<file path="src/rtl/seq_detect_pkg.sv">
// rtl/seq_detect_pkg.sv - shared FSM state type and pattern-width limits for the sequence detector
package seq_detect_pkg;

    localparam int PAT_W_MIN = 2;
    localparam int PAT_W_MAX = 16;

    typedef enum logic [1:0] {
        EMPTY   = 2'd0,
        FILLING = 2'd1,
        ARMED   = 2'd2
    } seq_state_e;

endpackage

</file>
<file path="src/rtl/seq_detect_sat_cnt.sv">
// rtl/seq_detect_sat_cnt.sv - saturating up-counter with synchronous clear (clear beats increment)
module seq_detect_sat_cnt #(
    parameter int CNT_W = 8
) (
    input  logic             clk,
    input  logic             rst,
    input  logic             clr,
    input  logic             inc,
    output logic [CNT_W-1:0] count
);

    logic [CNT_W-1:0] count_q;
    logic [CNT_W-1:0] count_d;

    always_comb begin
        count_d = count_q;
        if (clr) begin
            count_d = '0;
        end else if (inc && (count_q != {CNT_W{1'b1}})) begin
            count_d = count_q + 1'b1;
        end
    end

    always_ff @(posedge clk) begin
        if (rst) begin
            count_q <= '0;
        end else begin
            count_q <= count_d;
        end
    end

    assign count = count_q;

endmodule

</file>
<file path="src/rtl/seq_detect_param.sv">
// rtl/seq_detect_param.sv - loadable-pattern serial sequence detector; SEQ_DETECT_COUNT_EN builds the match counter
module seq_detect_param
    import seq_detect_pkg::*;
#(
    parameter int              PAT_W   = 4,
    parameter logic [PAT_W-1:0] PAT_RST = 4'b1011,
    parameter int              CNT_W   = 8
) (
    input  logic             clk,
    input  logic             rst,
    input  logic             x,
    input  logic             x_valid,
    input  logic             overlap,
    input  logic             pat_load,
    input  logic [PAT_W-1:0] pat_in,
    input  logic             count_clr,
    output logic             detect,
    output logic [PAT_W-1:0] pattern,
    output logic             armed,
    output logic [CNT_W-1:0] match_count
);

    localparam int FILL_W = $clog2(PAT_W + 1);

    logic [PAT_W-1:0]  history_q, history_d;
    logic [PAT_W-1:0]  pattern_q, pattern_d;
    logic [FILL_W-1:0] fill_q, fill_d;
    seq_state_e        state_q, state_d;
    logic              detect_q, detect_d;
    logic              match;

    always_comb begin
        history_d = history_q;
        pattern_d = pattern_q;
        fill_d    = fill_q;
        match     = 1'b0;
        if (pat_load) begin
            pattern_d = pat_in;
            history_d = '0;
            fill_d    = '0;
        end else if (x_valid) begin
            // Only PAT_W-1 stored bits plus the live bit take part in the compare.
            match = ({history_q[PAT_W-2:0], x} == pattern_q) &&
                    (fill_q >= FILL_W'(PAT_W - 1));
            if (match && !overlap) begin
                history_d = '0;
                fill_d    = '0;
            end else begin
                history_d = {history_q[PAT_W-2:0], x};
                if (fill_q != FILL_W'(PAT_W)) begin
                    fill_d = fill_q + 1'b1;
                end
            end
        end
        detect_d = match;

        state_d = FILLING;
        if (fill_d == '0) begin
            state_d = EMPTY;
        end else if (fill_d == FILL_W'(PAT_W)) begin
            state_d = ARMED;
        end
    end

    always_ff @(posedge clk) begin
        if (rst) begin
            history_q <= '0;
            pattern_q <= PAT_RST;
            fill_q    <= '0;
            state_q   <= EMPTY;
            detect_q  <= 1'b0;
        end else begin
            history_q <= history_d;
            pattern_q <= pattern_d;
            fill_q    <= fill_d;
            state_q   <= state_d;
            detect_q  <= detect_d;
        end
    end

    assign detect  = detect_q;
    assign pattern = pattern_q;
    assign armed   = (state_q == ARMED);

    logic unused_hist_msb;
    assign unused_hist_msb = history_q[PAT_W-1];

`ifdef SEQ_DETECT_COUNT_EN
    seq_detect_sat_cnt #(
        .CNT_W (CNT_W)
    ) u_sat_cnt (
        .clk   (clk),
        .rst   (rst),
        .clr   (count_clr),
        .inc   (match),
        .count (match_count)
    );
`else
    logic unused_count_clr;
    assign unused_count_clr = count_clr;
    assign match_count      = '0;
`endif

endmodule

</file>
<file path="config.mk">
export PLATFORM = sky130hd
export DESIGN_NAME = seq_detect_param
export DESIGN_NICKNAME = d
export VERILOG_FILES = /design/src/rtl/seq_detect_pkg.sv /design/src/rtl/seq_detect_sat_cnt.sv /design/src/rtl/seq_detect_param.sv
export SDC_FILE = /design/constraint.sdc
export NUM_CORES = 1
export LEC_CHECK = 0
export BUFFER_PORTS_ARGS = -buffer_cell sky130_fd_sc_hd__buf_2
export CAP_MARGIN = 20
export CORE_AREA = 2 2 42 44
export CTS_BUF_LIST = sky130_fd_sc_hd__clkbuf_8 sky130_fd_sc_hd__clkbuf_16
export DETAILED_ROUTE_END_ITERATION = 8
export DIE_AREA = 0 0 44 46
export HOLD_SLACK_MARGIN = 0.12
export PLACE_DENSITY = 0.7
export SYNTH_ARGS = -nofsm -noshare
export SYNTH_HDL_FRONTEND = slang
export SYNTH_HIERARCHICAL = 1
export SYNTH_SLANG_ARGS = --single-unit
</file>
<file path="constraint.sdc">
create_clock -name clk -period 1.8 [get_ports clk]
set_input_delay 0.36 -clock clk [delete_from_list [all_inputs] [get_ports clk]]
set_output_delay 0.36 -clock clk [all_outputs]
set_load 0.02 [all_outputs]
</file>
# After elaboration in Yosys (flattened, before gate mapping)
# Index checks and enable logic that the tools add are counted.
[word_totals] ff_bits=13 inputBits=11 output_inout_bits=14 elab_cells=25
[classes] n_addsub=1 magnitude_cmp=1 eq_ne=4 mux=6 bitwise=1 n_reduce_logical=7
[op_table] cell="$mux 3" n=5
[op_table] cell="$eq 4x4->1" n=1
[op_table] cell="$reduce_or 2->1" n=2
[op_table] cell="$add 3x1->3 const B" n=1
[op_table] cell="$eq 3x3->1 const B" n=1
[op_table] cell="$ge 3x2->1 const B" n=1
[op_table] cell="$logic_not 3->1" n=1
[op_table] cell="$ne 3x3->1 const B" n=1
[op_table] cell="$reduce_or 3->1" n=1
[op_table] cell="$eq 2x2->1 const B" n=1
[op_table] cell="$logic_and 1x1->1" n=2
[op_table] cell="$mux 2" n=1
[op_table] cell="$logic_not 1->1" n=1
[op_table] cell="$not 1->1" n=1

# Longest topological paths before layout
[logic_depth] word_depth=8 mapped_depth=6

# Worst setup path after synthesis
# No wires, ideal clock.
[synth_path] path_type="register to register" start="reg pattern_q[3], in the netlist pattern[3]" end="reg fill_q[0]" setup_ns=0.136 t_arrival_ns=1.309 t_required_ns=1.664 path_slack_ns=0.355 stages_incl_launch_ff=5 n_path_buf=0 synth_period_minus_slack_ns=1.445 cell_sequence="dfxtp_1 nor2b_1 a221o_1 nor4_4 nor3_1"
[synth_between] elab_chain_len=6
[synth_rtl] item="start, declared" line_no="seq_detect_param.sv:26" source="logic [PAT_W-1:0] pattern_q, pattern_d;"
[synth_rtl] item="start signal, assigned" line_no="seq_detect_param.sv:74" source="pattern_q <= pattern_d;"
[synth_rtl] item="$eq 4x4->1" line_no="seq_detect_param.sv:43" source="match = ({history_q[PAT_W-2:0], x} == pattern_q) &&"
[synth_rtl] item="$logic_and 1x1->1" line_no="seq_detect_param.sv:43"
[synth_rtl] item="$logic_and 1x1->1" line_no="seq_detect_param.sv:45" source="if (match && !overlap) begin"
[synth_rtl] item="$mux 3" line_no="seq_detect_param.sv:45"
[synth_rtl] item="$mux 3" line_no="seq_detect_param.sv:41" source="end else if (x_valid) begin"
[synth_rtl] item="$mux 3" line_no="seq_detect_param.sv:37" source="if (pat_load) begin"
[synth_rtl] item="end signal, assigned" line_no="seq_detect_param.sv:75" source="fill_q <= fill_d;"
[synth_rtl] item="end, declared" line_no="seq_detect_param.sv:27" source="logic [FILL_W-1:0] fill_q, fill_d;"
# Every way passes these cells.
# A chain may end at the register's enable or synchronous reset.

# Worst setup path in the final report
[layout_path] start="reg fill_q[1]" end="reg history_q[0]"
[layout_between] elab_chain_len=4
[layout_rtl] item="$ge 3x2->1" line_no="seq_detect_param.sv:44" source="(fill_q >= FILL_W'(PAT_W - 1));"
[layout_rtl] item="$logic_and 1x1->1" line_no="seq_detect_param.sv:43"
[layout_rtl] item="$logic_and 1x1->1" line_no="seq_detect_param.sv:45"
[layout_rtl] item="$mux 3" line_no="seq_detect_param.sv:45"
[layout_rtl] item="end signal, assigned" line_no="seq_detect_param.sv:73" source="history_q <= history_d;"
[layout_rtl] item="end, declared" line_no="seq_detect_param.sv:25" source="logic [PAT_W-1:0] history_q, history_d;"
# Every way passes these cells.

==> reports/results.tsv <==
stage	metric	value	unit
outcome	status	finished clean	
synthesis	Synth Area in Adders	0.0530	
synthesis	post-synthesis sequential area ratio	0.367	
synthesis	Compound-Gate Fraction of Synth Area	0.117	
cts	Worst-path clk slew	60	ps
cells_and_area	Final #Nets	105	
floorplanning	Die W	44	um
synthesis	most frequent cell after synthesis	dfxtp_1	
cts	clk_lat worst skew	240	ps
pwr	Static Leak	0.359	nW
drt	DR vias	528	
timing	Final period util	0.903	
pwr	clock share of power	0.390	
drt	first-pass iteration count of the detailed router	3	
synthesis	top cells by count, synth	dfxtp_1, buf_4, inv_1, nor3_1	
critical_path	crit end category	register	
timing	final hold violations	0	
global_routing	vias in the first global route	529	
cts	Post-CTS Resized	0	
pwr	share of power burned in registers	0.477	
floorplanning	# rows	15	
synthesis	Distinct cells, synth	27	
synthesis	Yosys top cell area share	0.367	
synthesis	synthesized cell area	708	um2
synthesis	Seq cells post-synth	13	
drt	DRC	0	
drt	DRT iter0 DRCs	2	
global_routing	GRT overflow	0	
synthesis	largest family of logic cells by synthesized area	simple AND/OR/NAND/NOR gates	
timing	Final setup viols	0	
pwr	Net Sw Power	0.000161	W
synthesis	simple-gate share of the synthesized area	0.205	
timing	setup TNS	0	ps
cells_and_area	Ant. Diodes	0	
floorplanning	I/O Pins	25	
global_routing	first-pass GRT wire length	2150	um
global_routing	initial antenna violation count	0	
synthesis	Cells after Synth	75	
cts	Root Buffer	clkbuf_8	
timing	actual slew at the worst max-slew pin	496	ps
placement	Post-DP HPWL	993	um
synthesis	Synth area leaders	dfxtp_1, buf_4, mux2i_1	
global_routing	global-route usage over all layers	0.148	
pwr	pwr dens	807	nW/um2
pwr	Max rail drop VDD	0.367	mV
pwr	Int Pwr	0.000481	W
timing	Max Clock Skew	4.43	ps
floorplanning	Die Area	2020	um2
global_routing	largest net degree at the start of global routing	10	
critical_path	critical path class	register to register	
drt	total wire length	1240	um
cts	Max H-tree Level	1	
cells_and_area	final cell count without fillers	107	
flow_run	maxcap violations	0	
synthesis	ys async rst share	0	
cts	setup bufs post-CTS	0	
synthesis	Avg Cell Area, Syn	9.44	um2
cts	# clock sinks	13	
synthesis	Post-synth top flop	dfxtp_1	
timing	Period minus WS final	1630	ps
synthesis	Post-Synth XOR/XNOR Area	0.0371	
pwr	switch share	0.251	
placement	GP Congestion	0.708	
floorplanning	Starting Density	0.439	
worst_hold_path	Hold Path Class	input port to register	
drt	Wirelength per Cell	11.6	um
cells_and_area	multi-input logic area	372	um2
floorplanning	Die Ht	46	um
timing	Fmax	615	MHz
drt	Antenna Nets Post-Route	0	
cells_and_area	layout cells sized above 1	0.244	
cts	Post-CTS Hold Buffers	0	
cts	CTS tree	yes	
synthesis	Post-synth EDFFs	0	
timing	slew margin rel.	0.667	
cells_and_area	FF/Latch Area	260	um2
cts	clk buf depth	2	
placement	Placed Cells	103	
cells_and_area	# fillers	171	
synthesis	Yosys top cell by area	dfxtp_1	
cells_and_area	synthesis-to-finish area growth	12.4	%
critical_path	Worst setup SP type	register	
drt	routed vias/inst	4.93	
critical_path	arrival time at the worst endpoint	1730	ps
floorplanning	Core Area	1610	um2
critical_path	critical-path maximum fanout	8	
synthesis	warnings from Yosys	6	
placement	# port buffers	15	
timing	Slew Viols, Final	0	
synthesis	multiplexer share of the synthesized area	0.0707	
pwr	Combinational Power Share	0.133	
cts	Num CTS Buffers	3	
timing	RSZ-0062 raised after global routing	false	
critical_path	Crit path required time	1910	ps
metrics by stage:
| stage | cell area (um2) | util | power, W | hold slack [ps] | setup WS, ps |
|---|---|---|---|---|---|
| floorplan | 734 | - | 0.000389 | 432 | 355 |
| CTS | 796 | 0.493 | 0.000652 | 318 | 153 |
| global route | 796 | 0.493 | 0.000673 | 324 | 59.8 |
| finish | 796 | 0.493 | 0.000642 | 321 | 175 |
| global placement | 751 | 0.465 | 0.000396 | 523 | 246 |
| detailed placement | 751 | 0.465 | 0.000398 | 536 | 173 |
power groups by stage:
stage	Clock, W	Combinational [W]	Sequential [W]
6_report	0.000250	0.0000855	0.000306
5_1_grt	0.000272	0.0000944	0.000307
4_1_cts	0.000260	0.0000859	0.000306
3_5_place_dp	0	0.0000854	0.000312
3_3_place_gp	0	0.0000837	0.000312
2_1_floorplan	0	0.0000710	0.000318
worst max-delay path, stage by stage (launching register included):
cell	delay [ps]
dfxtp_1	390
ha_1	170
ha_1	140
a211o_1	100
nand2_1	100
nor4_4	460
nor3_1	120
cells in the final DEF, fill, tap and decap left out, types with 2 or more instances in the layout:
cell and n:
a211o_1 4, buf_2 15, clkbuf_8 3, conb_1 8, dfxtp_1 13, ha_1 3
inv_1 7, mux2i_1 5, nand2_1 3, nor2_1 2, nor2b_1 5, nor3_1 6
or2b_1 2, xnor2_1 3
sequential cells by signal, summed over array words and instances (netlist names):
| register | cells |
|---|---|
| state_q | 2 |
| detect | 1 |
| history_q | 3 |
| pattern | 4 |
| fill_q | 3 |
path summary, 6_finish.rpt:
path	endpoint	cells after the start	slack, ps	from
setup / recovery	history_q[0]	6	170	fill_q[1]
setup reg to reg	history_q[0]	6	170	fill_q[1]
hold / removal	pattern[3]	2	320	pat_in[3]
hold reg to reg	pattern[2]	2	540	pattern[2]
final cells by class:
cell class,count,share of cell area
Multi-Input combinational cell,52,0.467
Timing Repair Buffer,15,0.0943
Tap cell,17,0.0267
Inverter,6,0.0283
Clock buffer,3,0.0519
Sequential cell,13,0.327
Clock inverter,1,0.00472
routing by layer:
metal  track usage  vias to the layer above  wire, um
met5             0                        -         0
met4        0.0909                        0        13
met3        0.0238                        2        58
met2         0.291                       13       674
met1         0.141                      244       494
li1              -                      269         -
cell families after synthesis:
group | after synthesis
AOI/OAI and AO/OA | 10
xor gates and xnor gates | 3
adders and majority gates | 3
buffers and inverters | 17
DFF | 13
muxes | 5
other | 1
and+or+nand+nor | 23
(Power assumes the default switching activity.)
